File: src/rtl/if_fetch_pkg.sv
// Shared definitions for the instruction fetch stage: bus widths, fetch FSM
// states and PC helpers.
package if_fetch_pkg;

  localparam int ADDR_WIDTH = 32;
  localparam int DATA_WIDTH = 32;
  localparam int INST_BYTES = 4;

  localparam logic [ADDR_WIDTH-1:0] RESET_PC_DEFAULT = '0;

  typedef enum logic [1:0] {
    F_IDLE = 2'd0,
    F_WAIT = 2'd1,
    F_DROP = 2'd2
  } fetch_state_t;

  // Force an address onto an instruction boundary; low bits of a redirect
  // target are ignored.
  function automatic logic [ADDR_WIDTH-1:0] inst_align(input logic [ADDR_WIDTH-1:0] pc);
    return pc & ~(ADDR_WIDTH'(INST_BYTES - 1));
  endfunction

endpackage

File: src/rtl/if_fetch_if.sv
// Request/response bundle between the fetch stage (master) and the
// instruction cache (slave).
interface if_fetch_if;
  import if_fetch_pkg::*;

  logic [ADDR_WIDTH-1:0] req_addr;
  logic                  req_valid;
  logic [DATA_WIDTH-1:0] resp_data;
  logic                  resp_valid;
  logic                  resp_ready;

  modport master (
    output req_addr,
    output req_valid,
    input  resp_data,
    input  resp_valid,
    input  resp_ready
  );

  modport slave (
    input  req_addr,
    input  req_valid,
    output resp_data,
    output resp_valid,
    output resp_ready
  );

endinterface

File: src/rtl/if_fetch_inst_fifo.sv
// Instruction buffer between fetch and decode. Head entry is presented from
// registers; a flush empties the buffer and wins over push and pop.
module if_fetch_inst_fifo #(
  parameter int WIDTH = 64,
  parameter int DEPTH = 4,
  localparam int PW   = $clog2(DEPTH),
  localparam int CW   = $clog2(DEPTH + 1)
) (
  input  logic             clk,
  input  logic             rst_n,
  input  logic             push,
  input  logic [WIDTH-1:0] push_data,
  input  logic             pop,
  input  logic             flush,
  output logic [CW-1:0]    count,
  output logic             head_valid,
  output logic [WIDTH-1:0] head_data
);

  localparam logic [CW-1:0] DEPTH_C = CW'(DEPTH);

  logic [WIDTH-1:0] mem [DEPTH];
  logic [PW-1:0]    wr_ptr;
  logic [PW-1:0]    rd_ptr;
  logic [PW-1:0]    rd_ptr_next;
  logic             push_en;
  logic             pop_en;
  logic [CW-1:0]    count_after_pop;

  // Qualify push/pop; flush suppresses both so nothing is consumed.
  always_comb begin
    pop_en          = pop && (count != '0) && !flush;
    push_en         = push && ((count != DEPTH_C) || pop_en) && !flush;
    count_after_pop = count - CW'(pop_en);
    rd_ptr_next     = rd_ptr + PW'(pop_en);
  end

  // Entry storage, written at the tail.
  always_ff @(posedge clk) begin
    if (push_en) begin
      mem[wr_ptr] <= push_data;
    end
  end

  // Pointers, occupancy and the registered head view toward decode.
  always_ff @(posedge clk or negedge rst_n) begin
    if (!rst_n) begin
      wr_ptr     <= '0;
      rd_ptr     <= '0;
      count      <= '0;
      head_valid <= 1'b0;
      head_data  <= '0;
    end else if (flush) begin
      wr_ptr     <= '0;
      rd_ptr     <= '0;
      count      <= '0;
      head_valid <= 1'b0;
    end else begin
      wr_ptr     <= wr_ptr + PW'(push_en);
      rd_ptr     <= rd_ptr_next;
      count      <= count_after_pop + CW'(push_en);
      head_valid <= (count_after_pop != '0) || push_en;
      // Surviving older entries stay ahead of the incoming one.
      if (count_after_pop != '0) begin
        head_data <= mem[rd_ptr_next];
      end else if (push_en) begin
        head_data <= push_data;
      end
    end
  end

endmodule

File: src/rtl/if_fetch.sv
// Instruction fetch stage: owns the PC, issues one cache request at a time,
// buffers returned instructions with their PCs and handles redirects.
module if_fetch
  import if_fetch_pkg::*;
#(
  parameter logic [ADDR_WIDTH-1:0] RESET_PC   = RESET_PC_DEFAULT,
  parameter int                    IBUF_DEPTH = 4
) (
  input  logic                  clk,
  input  logic                  rst_n,
  if_fetch_if.master            icache_if,
  input  logic                  redirect_valid,
  input  logic [ADDR_WIDTH-1:0] redirect_pc,
  output logic                  inst_valid,
  input  logic                  inst_ready,
  output logic [DATA_WIDTH-1:0] inst_data,
  output logic [ADDR_WIDTH-1:0] inst_pc
);

  localparam int                    CW      = $clog2(IBUF_DEPTH + 1);
  localparam logic [CW-1:0]         DEPTH_C = CW'(IBUF_DEPTH);
  localparam logic [ADDR_WIDTH-1:0] PC_STEP = ADDR_WIDTH'(INST_BYTES);

  fetch_state_t          state;
  logic [ADDR_WIDTH-1:0] fetch_pc;
  logic                  run;
  logic [ADDR_WIDTH-1:0] redirect_target;
  logic                  req_fire;
  logic                  fifo_push;
  logic                  fifo_pop;
  logic [CW-1:0]         fifo_count;
  logic [ADDR_WIDTH+DATA_WIDTH-1:0] fifo_head;

  // Issue only from idle, with a free buffer slot reserved for the response.
  always_comb begin
    redirect_target = inst_align(redirect_pc);
    req_fire  = run && (state == F_IDLE) && icache_if.resp_ready &&
                (fifo_count < DEPTH_C) && !redirect_valid;
    fifo_push = (state == F_WAIT) && icache_if.resp_valid && !redirect_valid;
    fifo_pop  = inst_valid && inst_ready;
  end

  assign icache_if.req_valid = req_fire;
  assign icache_if.req_addr  = fetch_pc;

  // Fetch FSM, PC update and the post-reset run flop.
  always_ff @(posedge clk or negedge rst_n) begin
    if (!rst_n) begin
      state    <= F_IDLE;
      fetch_pc <= RESET_PC;
      run      <= 1'b0;
    end else begin
      run <= 1'b1;
      unique case (state)
        F_IDLE: begin
          if (redirect_valid) begin
            fetch_pc <= redirect_target;
          end else if (req_fire) begin
            state <= F_WAIT;
          end
        end
        F_WAIT: begin
          if (icache_if.resp_valid) begin
            state    <= F_IDLE;
            fetch_pc <= redirect_valid ? redirect_target : fetch_pc + PC_STEP;
          end else if (redirect_valid) begin
            state    <= F_DROP;
            fetch_pc <= redirect_target;
          end
        end
        F_DROP: begin
          // The outstanding response belongs to a dead path.
          if (redirect_valid) begin
            fetch_pc <= redirect_target;
          end
          if (icache_if.resp_valid) begin
            state <= F_IDLE;
          end
        end
        default: state <= F_IDLE;
      endcase
    end
  end

  if_fetch_inst_fifo #(
    .WIDTH (ADDR_WIDTH + DATA_WIDTH),
    .DEPTH (IBUF_DEPTH)
  ) u_inst_fifo (
    .clk        (clk),
    .rst_n      (rst_n),
    .push       (fifo_push),
    .push_data  ({fetch_pc, icache_if.resp_data}),
    .pop        (fifo_pop),
    .flush      (redirect_valid),
    .count      (fifo_count),
    .head_valid (inst_valid),
    .head_data  (fifo_head)
  );

  assign inst_pc   = fifo_head[ADDR_WIDTH+DATA_WIDTH-1:DATA_WIDTH];
  assign inst_data = fifo_head[DATA_WIDTH-1:0];

endmodule

File: src/flat_wrapper.sv
// flat-port wrapper written by rule: the top's interface ports become plain ports
module if_fetch_flat import if_fetch_pkg::*;
#(
  parameter logic [ADDR_WIDTH-1:0] RESET_PC   = RESET_PC_DEFAULT,
  parameter int                    IBUF_DEPTH = 4
)
  (clk, rst_n, redirect_valid, redirect_pc, inst_valid, inst_ready, inst_data, inst_pc, icache_if_req_addr, icache_if_req_valid, icache_if_resp_data, icache_if_resp_valid, icache_if_resp_ready);
  if_fetch_if icache_if_i ();
  input  logic clk;
  input  logic rst_n;
  input  logic redirect_valid;
  input  logic [ADDR_WIDTH-1:0] redirect_pc;
  output logic inst_valid;
  input  logic inst_ready;
  output logic [DATA_WIDTH-1:0] inst_data;
  output logic [ADDR_WIDTH-1:0] inst_pc;
  output wire logic [$bits(icache_if_i.req_addr)-1:0] icache_if_req_addr;
  output wire logic [$bits(icache_if_i.req_valid)-1:0] icache_if_req_valid;
  input wire logic [$bits(icache_if_i.resp_data)-1:0] icache_if_resp_data;
  input wire logic [$bits(icache_if_i.resp_valid)-1:0] icache_if_resp_valid;
  input wire logic [$bits(icache_if_i.resp_ready)-1:0] icache_if_resp_ready;
  assign icache_if_req_addr = icache_if_i.req_addr;
  assign icache_if_req_valid = icache_if_i.req_valid;
  assign icache_if_i.resp_data = icache_if_resp_data;
  assign icache_if_i.resp_valid = icache_if_resp_valid;
  assign icache_if_i.resp_ready = icache_if_resp_ready;
  if_fetch #(.RESET_PC(RESET_PC), .IBUF_DEPTH(IBUF_DEPTH)) u_core (.clk(clk), .rst_n(rst_n), .icache_if(icache_if_i), .redirect_valid(redirect_valid), .redirect_pc(redirect_pc), .inst_valid(inst_valid), .inst_ready(inst_ready), .inst_data(inst_data), .inst_pc(inst_pc));
endmodule
File: config.mk
export PLATFORM = sky130hd
export DESIGN_NAME = if_fetch_flat
export DESIGN_NICKNAME = d
export VERILOG_FILES = /design/src/rtl/if_fetch_pkg.sv /design/src/rtl/if_fetch_if.sv /design/src/rtl/if_fetch_inst_fifo.sv /design/src/rtl/if_fetch.sv /design/src/flat_wrapper.sv
export SDC_FILE = /design/constraint.sdc
export NUM_CORES = 1
export LEC_CHECK = 0
export ABC_CLOCK_PERIOD_IN_PS = 6300
export BUFFER_PORTS_ARGS = -buffer_cell sky130_fd_sc_hd__buf_2
export CORE_ASPECT_RATIO = 0.8
export CORE_MARGIN = 10
export CORE_UTILIZATION = 45
export CTS_BUF_LIST = sky130_fd_sc_hd__clkbuf_16
export CTS_CLUSTER_DIAMETER = 60
export DETAILED_ROUTE_END_ITERATION = 8
export HOLD_SLACK_MARGIN = 0.05
export PLACE_DENSITY = 0.66
export SLEW_MARGIN = 0
export SYNTH_ARGS = -nofsm -noshare
export SYNTH_HDL_FRONTEND = slang
export SYNTH_HIERARCHICAL = 1
export SYNTH_SLANG_ARGS = --single-unit
File: constraint.sdc
create_clock -name clk -period 6.3 [get_ports clk]
set_input_delay 0.315 -clock clk [delete_from_list [all_inputs] [get_ports clk]]
set_output_delay 0.315 -clock clk [all_outputs]
set_load 0.05 [all_outputs]
-- Word level (Yosys, flattened, before mapping)
Memories as Yosys holds them, arrays and structs flattened.
Cells that the tools add are included.
- RAM bits: 256
- logic and storage cells: 63
- memories: 1
- flip-flop bits (word level): 107
- output and inout bits: 98
- memories (memory ; words ; bits a word ; read ports ; clocked after Yosys merged registers in ; write ports ; RTL line ; text):
    u_core.u_inst_fifo.mem ; 4 ; 64 ; 1 ; 0 ; 1 ; if_fetch_inst_fifo.sv:22 ; logic [WIDTH-1:0] mem [DEPTH];
- $add $sub $neg: 5
- magnitude comparators: 1
- eq/ne operators: 7
- reduce and logical (&&, ||, !) cells: 22
- bitwise operators: 1
- multiplexer cells: 18
- operator list (kind ; count):
    2-to-1 mux 64 bit ; 2
    2-to-1 mux 32 bit ; 3
    case mux 32 bit (2 select lines) ; 1
    adder 32 x 3 -> 32 bit (second input constant) ; 1
    2-to-1 mux 2 bit ; 7
    logical AND 1 bit ; 11
    inequality test 2 bit (second input constant) ; 3
    inequality test 3 bit (second input constant) ; 2
    case mux 2 bit (3 select lines) ; 1
    nonzero test 3 bit ; 2
    adder 2 x 1 -> 2 bit ; 2
    AND reduction 4 bit ; 1
    nonzero test 2 bit ; 2
    adder 3 x 1 -> 3 bit ; 1
    < comparator 3 bit (second input constant) ; 1
    2-to-1 mux 1 bit ; 3
    2-to-1 mux 3 bit ; 1
    subtractor 3 x 1 -> 3 bit ; 1
    == test 2 x 1 -> 1 bit (second input constant) ; 1
    == test 2 bit (second input constant) ; 1
    zero test 2 bit ; 1
    logical OR 1 bit ; 2
    AND reduction 2 bit ; 1
    OR reduction 2 bit ; 1
    other kinds (2) ; 2

-- Longest topological paths before layout
Gate-level depths: netlist of run 1.
- depth in word-level cells: 8
- mapped depth: 10

-- Cells and area by module
The synthesis of run 1 kept the hierarchy.
- by module, submodules not included (module ; sequential area each (um^2) ; cells each ; area each (um^2) ; instances):
    if_fetch_inst_fifo ; 9489.1 ; 581 ; 13025.0 ; 1
    if_fetch ; 875.8 ; 280 ; 2361.0 ; 1

-- Least setup slack after synthesis of run 1
Ideal clock, no wire load.
- path kind: reg-to-reg
- start: reg u_core.u_inst_fifo.head_valid
- end: mem u_core.u_inst_fifo.mem[0][0], enable pin
- setup slack: -0.087 ns
- arrival: 5.809 ns
- data required time: 5.722 ns
- setup time: 0.578 ns
- stages on the path, launching flop included: 6
- path buffers: 1
- cell sequence: dfrtp_1 -> and2_1 -> or4b_1 -> and3_1 -> buf_6 -> nor3b_1
- longest elaborated chain between the ends: 8
- ends and longest elaborated chain (element ; RTL line ; text):
    start, declared ; if_fetch_inst_fifo.sv:16 ; output logic head_valid,
    start signal, assigned ; if_fetch_inst_fifo.sv:62 ; head_valid <= (count_after_pop != '0) || push_en;
    logical AND 1 bit ; if_fetch.sv:40 ; fifo_pop = inst_valid && inst_ready;
    net u_core.fifo_pop ; if_fetch.sv:30 ; logic fifo_pop;
    logical AND 1 bit (2 in series) ; if_fetch_inst_fifo.sv:32 ; pop_en = pop && (count != '0) && !flush;
    logical OR 1 bit ; if_fetch_inst_fifo.sv:33 ; push_en = push && ((count != DEPTH_C) || pop_en) && !flush;
    logical AND 1 bit (2 in series) ; if_fetch_inst_fifo.sv:33 ;
    2-to-1 mux 1 bit ; if_fetch_inst_fifo.sv:40 ; if (push_en) begin
    2-to-1 mux 1 bit (not written as such) ; if_fetch_inst_fifo.sv:41 ; mem[wr_ptr] <= push_data;
    end, declared ; if_fetch_inst_fifo.sv:22 ;
The timed path passes the listed nets, and every way through them passes these cells.

-- Worst setup path after layout of run 1
- start: in redirect_valid
- end: reg u_core.u_inst_fifo.head_data[15]
- longest elaborated chain between the ends: 7
- elaborated cells on any way between the ends: 14
- classes of those cells: add/sub (2); mux (1); bitwise (1); reduce/logical (9); memory (1)
- ends and longest elaborated chain (element ; RTL line ; text):
    start, declared ; flat_wrapper.sv:11 ; input logic redirect_valid;
    branches (longest 7 deep; another with subtractor 3 x 1 -> 3 bit) ; n/a ;
    end signal, assigned ; if_fetch_inst_fifo.sv:65 ; head_data <= mem[rd_ptr_next];
    end signal, assigned ; if_fetch_inst_fifo.sv:67 ; head_data <= push_data;
    end, declared ; if_fetch_inst_fifo.sv:17 ; output logic [WIDTH-1:0] head_data
Parallel ways; which one is timed is not known.
A chain may end at the register's enable or synchronous reset.

==> flow_summary.yaml, run 1 <==
clock_network:
  cts_buffers: 39
  cts_max_path_buffers: 3
  htreeDepth: 2
  cts_root_buf: "clkbuf_16"
  cts_setup_buffers: 0
  clkLatencyLatePin_ns: 0.53
  clk_pin_slew_ns: 0.06
  cts_tree: "yes"
  cts_sinks: 363
  ctsResizeCount: 0
sta:
  rsz0062_at_grt: "false"
  fmax_mhz: 302
  fin_skew_ns: 0.0163
  slew_viol_final: 0
  post-route-period-util: 0.526
  final.setup.tns_ns: 0
  tightest_slew_ns: 1.09
  hold_viol: 0
  setup_viol: 0
  timing.final.crit_period_ns: 3.31
  slew-limit-headroom: 0.270
placement:
  dp_cells: 1427
  postPlaceCellArea_um2: 16600
  routabilityCongestion: 0.799
  numPortBuffers: 165
  dp_hpwl_um: 21100
logic_synthesis:
  yosysMostFrequentCell: "edfxtp_1"
  ys_ff_latch: 363
  synth_edf_count: 256
  synthTopCellsByArea: "edfxtp_1 50%, dfrtp_1 17%, mux4_2 9.4%, mux2_2 5.9%, mux2_4 4.8%"
  ys_types: 68
  syn_inst: 861
  synth_flop_cell: "edfxtp_1"
  yosysWarnings: 6
  synth_area_um2: 15400
  synth_top_area_share: 0.500
  synthTopCellsByCount: "256 x edfxtp_1, 107 x dfrtp_1, 80 x mux2_2"
  ys_seq_area_frac: 0.674
  syn_nets: 938
  async_reset_ff_frac: 0.295
  synth_area_per_cell_um2: 17.9
  synth_area_leader_cell: "edfxtp_1"
grt:
  grt_first_pass_wirelength_um: 54600
  grtUsageTotal: 0.169
  grt_antenna_before_repair: 0
  grt_max_degree: 65
  overflow: 0
  grt_pass1_vias: 8960
routing:
  drt_iter0_markers: 561
  routed_wl_um: 35600
  dr_total_vias: 8628
  drt_first_pass_iters: 4
  wl_per_cell_um: 23.1
  drc_errors: 0
  via_per_inst: 5.61
  ant_nets: 0
critical_path:
  worst-setup-path-type: "in2reg"
  arrival_ns: 3.72
  ff2ff_setup_slack_ns: 3.02
  setup.worst_path.end_class: "register"
  r2r-start: "u_core/u_inst_fifo/count[0]"
  start_kind: "input port"
  reg2regPathDepth: 6
  crit_fanout: 40
  cp.required_ns: 6.71
  r2r_end: "u_core/u_inst_fifo/head_data[15]"
min_path:
  whs_endpoint: "u_core/icache_if.req_addr[2]"
  min_path_cells: 3
  holdCritStartpoint: "redirect_pc[2]"
  hold_class: "in2reg"
finish:
  drive_gt1_frac: 0.403
  finalInstanceArea_um2: 18300
  syn2layout_area_growth_pct: 19.0
  diodes: 0
  final_cells: 1537
  fin_nets: 1150
die:
  core_area_um2: 33700
  num_io_pins: 168
  chipHeight_um: 185
  num_rows: 60
  start_util: 0.456
  fp.dieW_um: 227
  fp.dieArea_um2: 42000
outcome:
  status: "finished, final reports clean"
power_and_ir_drop:
  p_leak_nw: 6.82
  p_per_area_nw_per_um2: 356
  ir_drop_mv: 0.255
flow_run:
  maxCapViolations: 0
-- timing repair --
item,in CTS,in global routing
hold endpoints to repair,181,0
setup endpoints to repair,0,0
hold buffers,39,0
-- per-layer routing --
layer,vias up,GRT usage,share of wire
li1,3857,-,-
met1,4497,0.234,0.45
met2,230,0.269,0.48
met3,44,0.0370,0.057
met4,0,0.0396,0.014
met5,-,0,0
-- state kept, by name, summed over array words and instances, names as in the netlist --
signal	cells
u_core/u_inst_fifo/rd_ptr	2
u_core/icache_if.req_addr	32
u_core/u_inst_fifo/mem	256
u_core/u_inst_fifo/head_data	64
u_core/run	1
u_core/u_inst_fifo/head_valid	1
u_core/u_inst_fifo/count	3
u_core/u_inst_fifo/wr_ptr	2
u_core/state	2
-- critical path, cell delays in order --
cell,delay [ns]
buf_2,0.58
inv_1,0.21
o311a_1,0.23
ha_4,0.76
buf_4,0.47
mux4_2,0.57
mux2_2,0.28
mux2_2,0.26
-- worst max-delay path by stage --
stage	depth (start not counted)	to	start	slack, ns
after CTS	6	u_core/u_inst_fifo/head_data[0]	u_core/u_inst_fifo/count[0]	2.93
final	8	u_core/u_inst_fifo/head_data[15]	redirect_valid	2.99
after global placement	8	u_core/u_inst_fifo/head_data[15]	redirect_valid	2.40
after global routing	8	u_core/u_inst_fifo/head_data[0]	redirect_valid	2.73
after detailed placement	8	u_core/u_inst_fifo/head_data[0]	redirect_valid	2.37
after floorplan	6	u_core/u_inst_fifo/mem[2][0]	u_core/u_inst_fifo/head_valid	1.91
-- final cells by class --
cell class,count,area (µm²)
sequential,363,10400
clock inverter,28,210
timing repair buffer,216,1320
tap,434,543
inverter,14,52.6
multi-input combinational,439,4740
fill,2676,15400
clock buffer,43,1080
-- per-stage QoR --
| stage | total power [W] | hold slack, ns | setup WS, ns | util |
|---|---|---|---|---|
| final | 0.00652 | 0.0700 | 2.99 | 0.543 |
| after global routing | 0.00676 | 0.0670 | 2.73 | 0.543 |
| after CTS | 0.00659 | 0.0529 | 2.93 | 0.543 |
| after detailed placement | 0.00428 | 0.436 | 2.37 | 0.494 |
| after global placement | 0.00427 | 0.419 | 2.40 | 0.494 |
| after floorplan | 0.00392 | 0.0194 | 1.91 | - |
-- cell families after synthesis --
| family | count (synthesis) | share of synthesized area |
|---|---|---|
| flip-flops | 363 | 0.674 |
| multiplexers | 200 | 0.205 |
| AND/OR/NAND/NOR | 142 | 0.0539 |
| AO/OA/AOI/OAI | 84 | 0.0364 |
| buffers and inverters | 59 | 0.0226 |
| adder cells (fa/ha/maj) | 7 | 0.00569 |
| XOR/XNOR | 5 | 0.00285 |
| other | 1 | 0.000244 |
-- where the power goes --
part | leakage [nW] | internal, W | switching [W]
clock | 0.657 | 0.00135 | 0.000923
combinational | 2.55 | 0.000404 | 0.000907
sequential | 3.62 | 0.00276 | 0.000170
-- placed cells by master, fill, tap and decap left out, types with 7 or more instances in the layout --
cell type        n
nand4_1         12
mux2_2          80
nor2_1          21
mux2_4          49
nand3_1         16
mux4_2          64
edfxtp_1       256
a21oi_1         23
dlygate4sd3_1   39
buf_2          164
buf_4           12
nor2b_1          9
inv_1           19
clkbuf_16       43
o21ai_0         16
o22ai_1         11
nor3_1           8
and2_1           9
nand2_1         31
mux2i_1          7
clkinv_1        11
dfrtp_1        107
No activity file was read; power rests on OpenSTA's default activity.
==> run 2, diff against run 1 <==
ABC_AREA = 1   (was unset)
ABC_CLOCK_PERIOD_IN_PS = 3400   (was 6300)
PLACE_DENSITY = 0.64   (was 0.66)
clock period = 3.4 ns   (was 6.3 ns; I/O delays follow)
==> flow_summary.yaml, run 2 <==
sta:
  hold_viol: 0
  slew-limit-headroom: 0.203
  tightest_slew_ns: 1.19
  final.setup.worst_slack_ns: 0.287
  setup_viol: 0
  rsz0062_at_grt: "false"
  fmax_mhz: 321
  fin_skew_ns: 0.0251
  timing.final.crit_period_ns: 3.11
  post-route-period-util: 0.916
  slew_viol_final: 0
power_and_ir_drop:
  ir_drop_mv: 0.400
  p_leak_nw: 9.21
  power_w: 0.0123
  p_per_area_nw_per_um2: 616
logic_synthesis:
  ys_types: 40
  syn_inst: 1833
  syn_nets: 1910
  synth_area_um2: 16500
  ys_ff_latch: 363
  synth_edf_count: 256
  synthTopCellsByArea: "edfxtp_1 47%, nand2_1 24%, dfrtp_1 16%, nand3_1 3.0%, buf_2 1.8%"
  synth_top_area_share: 0.465
  yosysWarnings: 6
  yosysMostFrequentCell: "nand2_1"
  async_reset_ff_frac: 0.295
  synthTopCellsByCount: "1046 x nand2_1, 256 x edfxtp_1, 107 x dfrtp_1"
  synth_flop_cell: "edfxtp_1"
  synth_area_per_cell_um2: 9.02
  ys_seq_area_frac: 0.627
  synth_area_leader_cell: "edfxtp_1"
routing:
  dr_total_vias: 12937
  drt_first_pass_iters: 6
  drt_iter0_markers: 1228
  wl_met2_um: 20400
  maxUsedRoutingLayer: "met4"
  drc_errors: 0
  met1_length_um: 19900
  via_per_inst: 5.07
  ant_nets: 0
  wl_per_cell_um: 17.3
  routed_wl_um: 44300
  wl_met3_um: 3330
critical_path:
  r2r_end: "u_core/u_inst_fifo/head_data[36]"
  reg2regPathDepth: 13
  cp.required_ns: 3.87
  worst-setup-path-type: "reg2reg"
  setup.worst_path.end_class: "register"
  arrival_ns: 3.58
  critPathMostFrequentCell: "nand2_1"
  crit_chain: "nand2_1 -> inv_1 -> nand2_1 -> nor2_1 -> ha_1 -> ha_1 -> xor2_1 -> nor2_4 -> buf_4 -> nand2_1 -> nand2_1 -> nand2_1 -> nand2_1"
  crit_family: "simple AND/OR/NAND/NOR gates"
  slowest_delay_ns: 0.92
  ff2ff_setup_slack_ns: 0.29
  slowest_stage: "nor2_4"
  cp_num_buf_inv: 2
  crit_fanout: 39
  r2r-start: "u_core/u_inst_fifo/head_valid"
  start_kind: "register"
  cp-startpoint: "u_core/u_inst_fifo/head_valid"
min_path:
  holdCritStartpoint: "redirect_pc[24]"
  hold_class: "in2reg"
  whs_endpoint: "u_core/icache_if.req_addr[24]"
  min_path_cells: 7
clock_network:
  clkLatencyLatePin_ns: 0.54
  cts_sinks: 363
  cts_max_path_buffers: 3
  clk_pin_slew_ns: 0.06
  cts_setup_buffers: 0
  cts_tree: "yes"
  cts_root_buf: "clkbuf_16"
  ctsResizeCount: 0
  cts_buffers: 41
  htreeDepth: 2
finish:
  syn2layout_area_growth_pct: 20.5
  final_cell_mix: "1040 x nand2_1, 256 x edfxtp_1, 164 x buf_2"
  fin_nets: 2117
  final_common_cell: "nand2_1"
  nFillCells: 3178
  largest_reg_flops: 256
  diodes: 0
  drive_gt1_frac: 0.147
  finalInstanceArea_um2: 19900
  fin_util: 0.552
  multi_input_area_um2: 5540
  regArea_um2: 10400
  largest_register: "u_core/u_inst_fifo/mem"
grt:
  overflow: 0
  grtUsageTotal: 0.198
  grt_max_degree: 129
  grt_first_pass_wirelength_um: 70700
  grt_antenna_before_repair: 0
  grt_pass1_vias: 12775
die:
  start_util: 0.458
  fp.dieArea_um2: 44800
  num_rows: 62
  fp.dieW_um: 234
  num_io_pins: 168
  chipHeight_um: 191
  core_area_um2: 36100
placement:
  dp_hpwl_um: 25700
  postPlaceCellArea_um2: 18000
  dp_slack_ns: 0.320
  numPortBuffers: 165
  routabilityCongestion: 0.867
flow_run:
  maxCapViolations: 0
outcome:
  status: "finished, final reports clean"
[run 2: changes by cell type after synthesis, sizes merged, moves of 9 or more]
| cell | delta |
|---|---|
| a21oi | -16 |
| and2 | -9 |
| buf | +44 |
| inv | +47 |
| mux2 | -129 |
| mux4 | -64 |
| nand2 | +1024 |
| nand3 | +82 |
| nor2 | +51 |
| nor2b | -9 |
| o21ai | +14 |
[run 2: final cells by class]
type	count	area share
multi-input combinational	1322	0.278
inverter	60	0.0114
sequential	363	0.521
clock buffer	43	0.0540
clock inverter	33	0.0147
tap	480	0.0302
timing repair buffer	252	0.0906
[run 2: per-stage QoR]
stage / hold slack, ns / setup TNS [ns] / std cells
after global placement: 0.210 / 0 / 2423
final: 0.0761 / 0 / 2553
after global routing: 0.105 / 0 / 2553
after detailed placement: 0.211 / 0 / 2423
after CTS: 0.0501 / 0 / 2553
after floorplan: -0.126 / -244.23 / 1833
[run 2: routing by layer]
layer | up-vias | track usage
li1 | 6325 | -
met1 | 6153 | 0.270
met2 | 400 | 0.324
met3 | 59 | 0.0413
met4 | 0 | 0.0372
met5 | - | 0
[run 2: repair_timing]
item                                   CTS  global route
hold buffers                            54             0
setup endpoints to repair                0             0
endpoints found under the hold margin  218             0
[run 2: where the power goes]
group	internal (W)	switching, W
Combinational	0.000561	0.00178
Clock	0.00268	0.00178
Sequential	0.00511	0.000347
Total	0.00835	0.00391
[run 2: cells by family (layout without fill, tap and decap cells)]
group           after synthesis  count (layout)  share of synthesized area
mux                           2               2                    0.00121
xor+xnor                      4               4                    0.00212
buf+inv                     148             388                     0.0422
other cells                   1               1                   0.000227
compound gates               48              48                     0.0162
fa+ha+maj                     7               7                    0.00530
simple gates               1260            1260                      0.306
flops                       363             363                      0.627
[run 2: worst max-delay path by stage]
stage,to,slack [ns],cells after the start
4_1_cts,u_core/u_inst_fifo/head_data[41],0.28,13
6_report,u_core/u_inst_fifo/head_data[36],0.29,13
5_1_grt,u_core/u_inst_fifo/head_data[40],0.05,13
3_3_place_gp,u_core/u_inst_fifo/head_data[45],0.37,13
2_1_floorplan,u_core/u_inst_fifo/mem[0][0],-0.95,10
3_5_place_dp,u_core/u_inst_fifo/head_data[41],0.32,13
[run 2: tightest hold or removal path, cell delays in order]
cell and delay, ns:
buf_2 0.07, nand2_1 0.05, o21ai_0 0.07, nand2_1 0.07, nand2_1 0.06, nand2_1 0.04, nand2_1 0.05
